**src/rtl/seg_scan_ctrl.sv**
```systemverilog
// seg_scan_ctrl
//   Time-multiplexed scan controller for a multi-digit 7-segment display.
//   Keeps a double-buffered frame (staging + active) and lights one digit at a
//   time. Each digit slot is an all-off BLANK gap followed by a SHOW window.
//   Staged frames are committed to the active frame only at frame boundaries,
//   so a frame in progress is never mixed with a newer one.
//
// Ports
//   clk         system clock, rising edge
//   rst_n       asynchronous active-low reset
//   seg_in      new frame, digit k in bits [7k+6:7k]
//   load_req    strobe: capture seg_in into staging
//   load_ack    pulse in the cycle staging is committed to the active frame
//   digit_en    per-digit enable (registered before use)
//   blank_all   forces all anodes off (registered before use)
//   seg_out     segment pattern of the current digit
//   anode_n     active-low digit enables
//   digit_sel   index of the current digit
//   frame_tick  pulse in the last SHOW cycle of the last digit
//
// State table
//   state    | meaning
//   ST_BLANK | all anodes off for BLANK_CYCLES before the digit is lit
//   ST_SHOW  | current digit lit for PRESCALE cycles
module seg_scan_ctrl #(
    parameter int NUM_DIGITS   = 4,
    parameter int PRESCALE     = 50000,
    parameter int BLANK_CYCLES = 16
) (
    input  logic                          clk,
    input  logic                          rst_n,
    input  logic [7*NUM_DIGITS-1:0]       seg_in,
    input  logic                          load_req,
    output logic                          load_ack,
    input  logic [NUM_DIGITS-1:0]         digit_en,
    input  logic                          blank_all,
    output logic [6:0]                    seg_out,
    output logic [NUM_DIGITS-1:0]         anode_n,
    output logic [$clog2(NUM_DIGITS)-1:0] digit_sel,
    output logic                          frame_tick
);

    localparam int CNT_SPAN = (PRESCALE > BLANK_CYCLES) ? PRESCALE : BLANK_CYCLES;
    localparam int CW       = $clog2((CNT_SPAN > 2) ? CNT_SPAN : 2);
    localparam int SW       = $clog2(NUM_DIGITS);

    localparam logic [CW-1:0] SHOW_LAST  = CW'(PRESCALE - 1);
    localparam logic [CW-1:0] BLANK_LAST = CW'((BLANK_CYCLES > 0) ? BLANK_CYCLES - 1 : 0);
    localparam logic [SW-1:0] SEL_LAST   = SW'(NUM_DIGITS - 1);

    typedef enum logic {ST_BLANK = 1'b0, ST_SHOW = 1'b1} state_t;

    // First state of every digit slot; with no blanking gap the FSM lives in SHOW.
    localparam state_t ST_ENTRY = state_t'((BLANK_CYCLES == 0) ? 1'b1 : 1'b0);

    state_t                       state, state_nxt;
    logic [CW-1:0]                cnt, cnt_nxt;
    logic [SW-1:0]                sel_nxt;
    logic [NUM_DIGITS-1:0]        en_q;
    logic                         blank_q;
    logic [NUM_DIGITS-1:0][6:0]   staging;
    logic [NUM_DIGITS-1:0][6:0]   active;
    logic                         pending;

    // State register
    always_ff @(posedge clk or negedge rst_n) begin
        if (!rst_n) begin
            state     <= ST_ENTRY;
            cnt       <= '0;
            digit_sel <= '0;
        end else begin
            state     <= state_nxt;
            cnt       <= cnt_nxt;
            digit_sel <= sel_nxt;
        end
    end

    // Next-state logic; digit_sel advances as a SHOW window closes, so the
    // following BLANK gap already belongs to the next digit.
    always_comb begin
        state_nxt = state;
        cnt_nxt   = cnt + CW'(1);
        sel_nxt   = digit_sel;
        case (state)
            ST_BLANK: begin
                if (cnt == BLANK_LAST) begin
                    cnt_nxt   = '0;
                    state_nxt = ST_SHOW;
                end
            end
            ST_SHOW: begin
                if (cnt == SHOW_LAST) begin
                    cnt_nxt   = '0;
                    state_nxt = ST_ENTRY;
                    sel_nxt   = (digit_sel == SEL_LAST) ? '0 : digit_sel + SW'(1);
                end
            end
        endcase
    end

    // Output decode, from registered state only
    always_comb begin
        seg_out    = '0;
        anode_n    = '1;
        frame_tick = (state == ST_SHOW) && (cnt == SHOW_LAST) && (digit_sel == SEL_LAST);
        load_ack   = frame_tick & pending;
        if (state == ST_SHOW) begin
            seg_out            = active[digit_sel];
            anode_n[digit_sel] = ~(en_q[digit_sel] & ~blank_q);
        end
    end

    always_ff @(posedge clk or negedge rst_n) begin
        if (!rst_n) begin
            en_q    <= '0;
            blank_q <= 1'b0;
        end else begin
            en_q    <= digit_en;
            blank_q <= blank_all;
        end
    end

    // A load arriving in the commit cycle overwrites staging after the old
    // contents have been committed, and keeps pending set for the next frame.
    always_ff @(posedge clk or negedge rst_n) begin
        if (!rst_n) begin
            staging <= '0;
            active  <= '0;
            pending <= 1'b0;
        end else begin
            if (load_ack) begin
                active <= staging;
            end
            if (load_req) begin
                staging <= seg_in;
                pending <= 1'b1;
            end else if (load_ack) begin
                pending <= 1'b0;
            end
        end
    end

endmodule
```
**config.mk**
```make
export PLATFORM = sky130hd
export DESIGN_NAME = seg_scan_ctrl
export DESIGN_NICKNAME = d
export VERILOG_FILES = /design/src/rtl/seg_scan_ctrl.sv
export SDC_FILE = /design/constraint.sdc
export NUM_CORES = 1
export LEC_CHECK = 0
export CORE_MARGIN = 1
export CORE_UTILIZATION = 40
export DETAILED_ROUTE_END_ITERATION = 8
export GPL_TIMING_DRIVEN = 0
export SYNTH_ARGS = -nofsm -noshare
export SYNTH_HDL_FRONTEND = slang
export SYNTH_SLANG_ARGS = --single-unit
```
**constraint.sdc**
```tcl
create_clock -name clk -period 4.2 [get_ports clk]
set_clock_uncertainty 0.15 [all_clocks]
set_input_delay 0.42 -clock clk [delete_from_list [all_inputs] [get_ports clk]]
set_output_delay 0.42 -clock clk [all_outputs]
set_load 0.02 [all_outputs]
```
==> run summary <==
Static Leakage: 1.953 nW
Power per Cell Area: 343.9 nW/um^2
Fraction of final layout cells with drive strength greater than 1: 0.2843
Final Hold Fails: 0
WS Path Type: flip-flop to output pin
Final slew viol count: 0
Input/output buffers: 49
Global-route wire length before repair: 11.02 mm
TritonCTS clock tree: done
Number of cells upsized or downsized after cts: 0
Flip-flop and latch count after synthesis: 81
Critical path data arrival time: 2.80 ns
Cell at the root of the clock tree: sky130_fd_sc_hd__clkbuf_8
Routed len/inst: 15.34 um
Number of maximum-capacitance violations: 0
Seq pwr share: 0.547
Number of library cell types mapped by synthesis: 34
Endpoint required time on the critical path: 3.63 ns
Vias after detailed routing: 2,082
Cell count after synthesis: 246
Post-DP HPWL: 4.491 mm
Count of nets left with antenna violations after detail routing: 0
Die X: 95.55 um
Clock latency of the later-clocked register in the worst-skew pair: 0.35 ns
Total grt overflow: 0
Number of synthesized flops with an enable pin: 0
Internal Power: 0.001163 W
Instance area after placement: 4148 sq um
Clock H-tree levels: 3
Via count of the first global-routing pass: 2,185
Slew of the pin with the lowest slew margin: 0.9471 ns
Final Routed Wirelength: 6.413 mm
Clock share of power: 0.392
Ant diodes: 0
Area of all placed cells without fillers: 4368 sq um
Most used DFF post-synth: sky130_fd_sc_hd__dfrtp_1
Yosys warns: 0
Maximum frequency from static timing analysis: 296.4 MHz
Switching power as a share of total power: 0.2254
Y dimension of the die: 95.55 um
Initial core utilization: 0.4197
Final worst path period share: 0.8033
Number of fill cells: 750
Routed via count divided by cell count: 4.981
Nature of the critical path startpoint: flip-flop
Share of the synthesized area in the top cell type: 0.5790
Count of final setup violators: 0
Number of nets in the synthesized netlist: 287
Area added between synthesis and finish: 24.77%
Netlist area before placement: 3501 sq um
Sinks on the clock net: 81
Mean Syn Cell Area: 14.23 sq um
DRC violation count after routing: 0
Path category of the worst min-delay check: flip-flop to flip-flop
Cell with the most instances after synthesis: sky130_fd_sc_hd__dfrtp_1
Top cells by area in the synthesized netlist: sky130_fd_sc_hd__dfrtp_1 58%, sky130_fd_sc_hd__mux2_2 16%, sky130_fd_sc_hd__mux4_2 4.5%
Slew HR: 0.3523
Number of top-level design ports: 51
Sequential fraction of the synthesis area: 0.5790
Total routing usage reported by global routing: 0.1650
Final core area utilization: 0.5237
Status: finished, final reports clean
Clock transition at the registers of the reported paths: 0.08 ns
Post-synth top area cell: sky130_fd_sc_hd__dfrtp_1
Final critical path time including I/O delays and setup: 3.374 ns
Largest net degree at the start of global routing: 56
Top cells by instance count after synthesis: 81 x sky130_fd_sc_hd__dfrtp_1, 49 x sky130_fd_sc_hd__mux2_2, 13 x sky130_fd_sc_hd__nor2_1, 11 x sky130_fd_sc_hd__nand2_1, 11 x sky130_fd_sc_hd__xnor2_1
Maximum buffer depth of the clock tree: 2
First-pass iteration count of the detailed router: 4
Weighted congestion at the end of routability-driven global placement: 0.7559
Count of nets after finishing: 349
Peak VDD IR: 196.6 uV
Placeable core region: 8341 sq um
Setup slack on the worst flop-to-flop path: 1.83 ns
Die Footprint: 9130 sq um
Number of placement rows: 33
CP Max Fanout: 10
Share of synthesized flip-flops with an asynchronous set or reset: 1.000
Inserted Clock Buffers: 9
Antenna violations before repair: 0
CP endpoint kind: output pin
Psw: 0.0003386 W
Final total negative setup slack: 0 ns
Setup repair after global routing missed its margin: false
Detailed router's first-iteration violation count: 71
Share of total power in combinational logic: 0.060
==> state kept, by name, summed over array words and instances, names as in the netlist <==
signal	flops
en_q	4
cnt	16
blank_q	1
state	1
pending	1
digit_sel	2
staging	28
active	28
==> per-stage QoR <==
stage                     power (W)  hold slack [ns]  std cells  worst slack, ns
after floorplan           0.0008686         -0.02559        246            1.848
after global placement    0.0009250           0.3331        400          -0.3480
after detailed placement  0.0009311           0.2158        401            1.197
after CTS                  0.001530           0.3428        418           0.8008
after global routing       0.001571           0.3309        418           0.6578
final                      0.001502           0.3478        418           0.8262
==> power groups by stage <==
| stage | registers, W | clock network [W] | logic, W |
|---|---|---|---|
| 2_1_floorplan | 0.000833 | 0 | 0.0000352 |
| 3_3_place_gp | 0.000838 | 0 | 0.0000874 |
| 3_5_place_dp | 0.000839 | 0 | 0.0000923 |
| 4_1_cts | 0.000823 | 0.000614 | 0.0000931 |
| 5_1_grt | 0.000827 | 0.000643 | 0.000100 |
| 6_report | 0.000822 | 0.000589 | 0.0000906 |
==> layout make-up <==
type                       instances  area (sq um)  area share
sequential                        81          2027      0.4640
buffer                            10         53.80     0.01232
timing repair buffer              51         525.5      0.1203
multi-input combinational        148          1394      0.3191
inverter                           7         26.28    0.006015
tap                              105         131.4     0.03008
clock buffer                      10         137.6     0.03151
clock inverter                     6         72.57     0.01661
==> worst max-delay path: stages, from the launching register on <==
cell and delay (ns):
sky130_fd_sc_hd__dfrtp_1 0.42, sky130_fd_sc_hd__or4_4 0.55, sky130_fd_sc_hd__nor3_4 0.31, sky130_fd_sc_hd__nand4_2 0.16, sky130_fd_sc_hd__buf_6 0.19, sky130_fd_sc_hd__buf_6 0.17, sky130_fd_sc_hd__inv_1 0.06, sky130_fd_sc_hd__clkdlybuf4s50_1 0.59
==> timing repair <==
action                    in CTS  in global routing
hold endpoints to repair      26                  0
setup buffers                  0                  0
hold buffers                   1                  0
==> routing by layer <==
metal	GRT usage	vias to the layer above	wire [um]
met5	0	-	0
li1	-	993	-
met3	0.06140	4	294
met2	0.2625	42	3120
met1	0.2150	1043	2955
met4	0.03731	0	42
==> worst paths after layout <==
kind,startpoint,end,depth (start not counted)
worst max-delay path,cnt[13],load_ack,7
worst max register to register,cnt[13],active[0],6
worst min register to register,cnt[0],cnt[0],1
worst min-delay path,cnt[0],cnt[0],1
min in group asynchronous,rst_n,en_q[3],2
max in group asynchronous,rst_n,cnt[2],3
==> cell families (layout without fill, tap and decap cells) <==
group | Yosys count | after routing | synth area share
mux | 66 | 66 | 0.2441
xor+xnor | 14 | 14 | 0.03503
buf+inv | 17 | 84 | 0.02287
compound gates | 6 | 6 | 0.01251
simple gates | 57 | 57 | 0.08864
flops | 81 | 81 | 0.5790
fa+ha+maj | 5 | 5 | 0.01787
==> layout by cell type (no fill, tap or decap), drive strengths merged, types with 7 or more instances in the layout <==
cell	instances
mux2	58
nor2	13
clkdlybuf4s50	48
clkbuf	15
mux4	7
and2	7
buf	7
xnor2	11
nand2	11
dfrtp	81
inv	10
No activity file was read; power rests on OpenSTA's default activity.
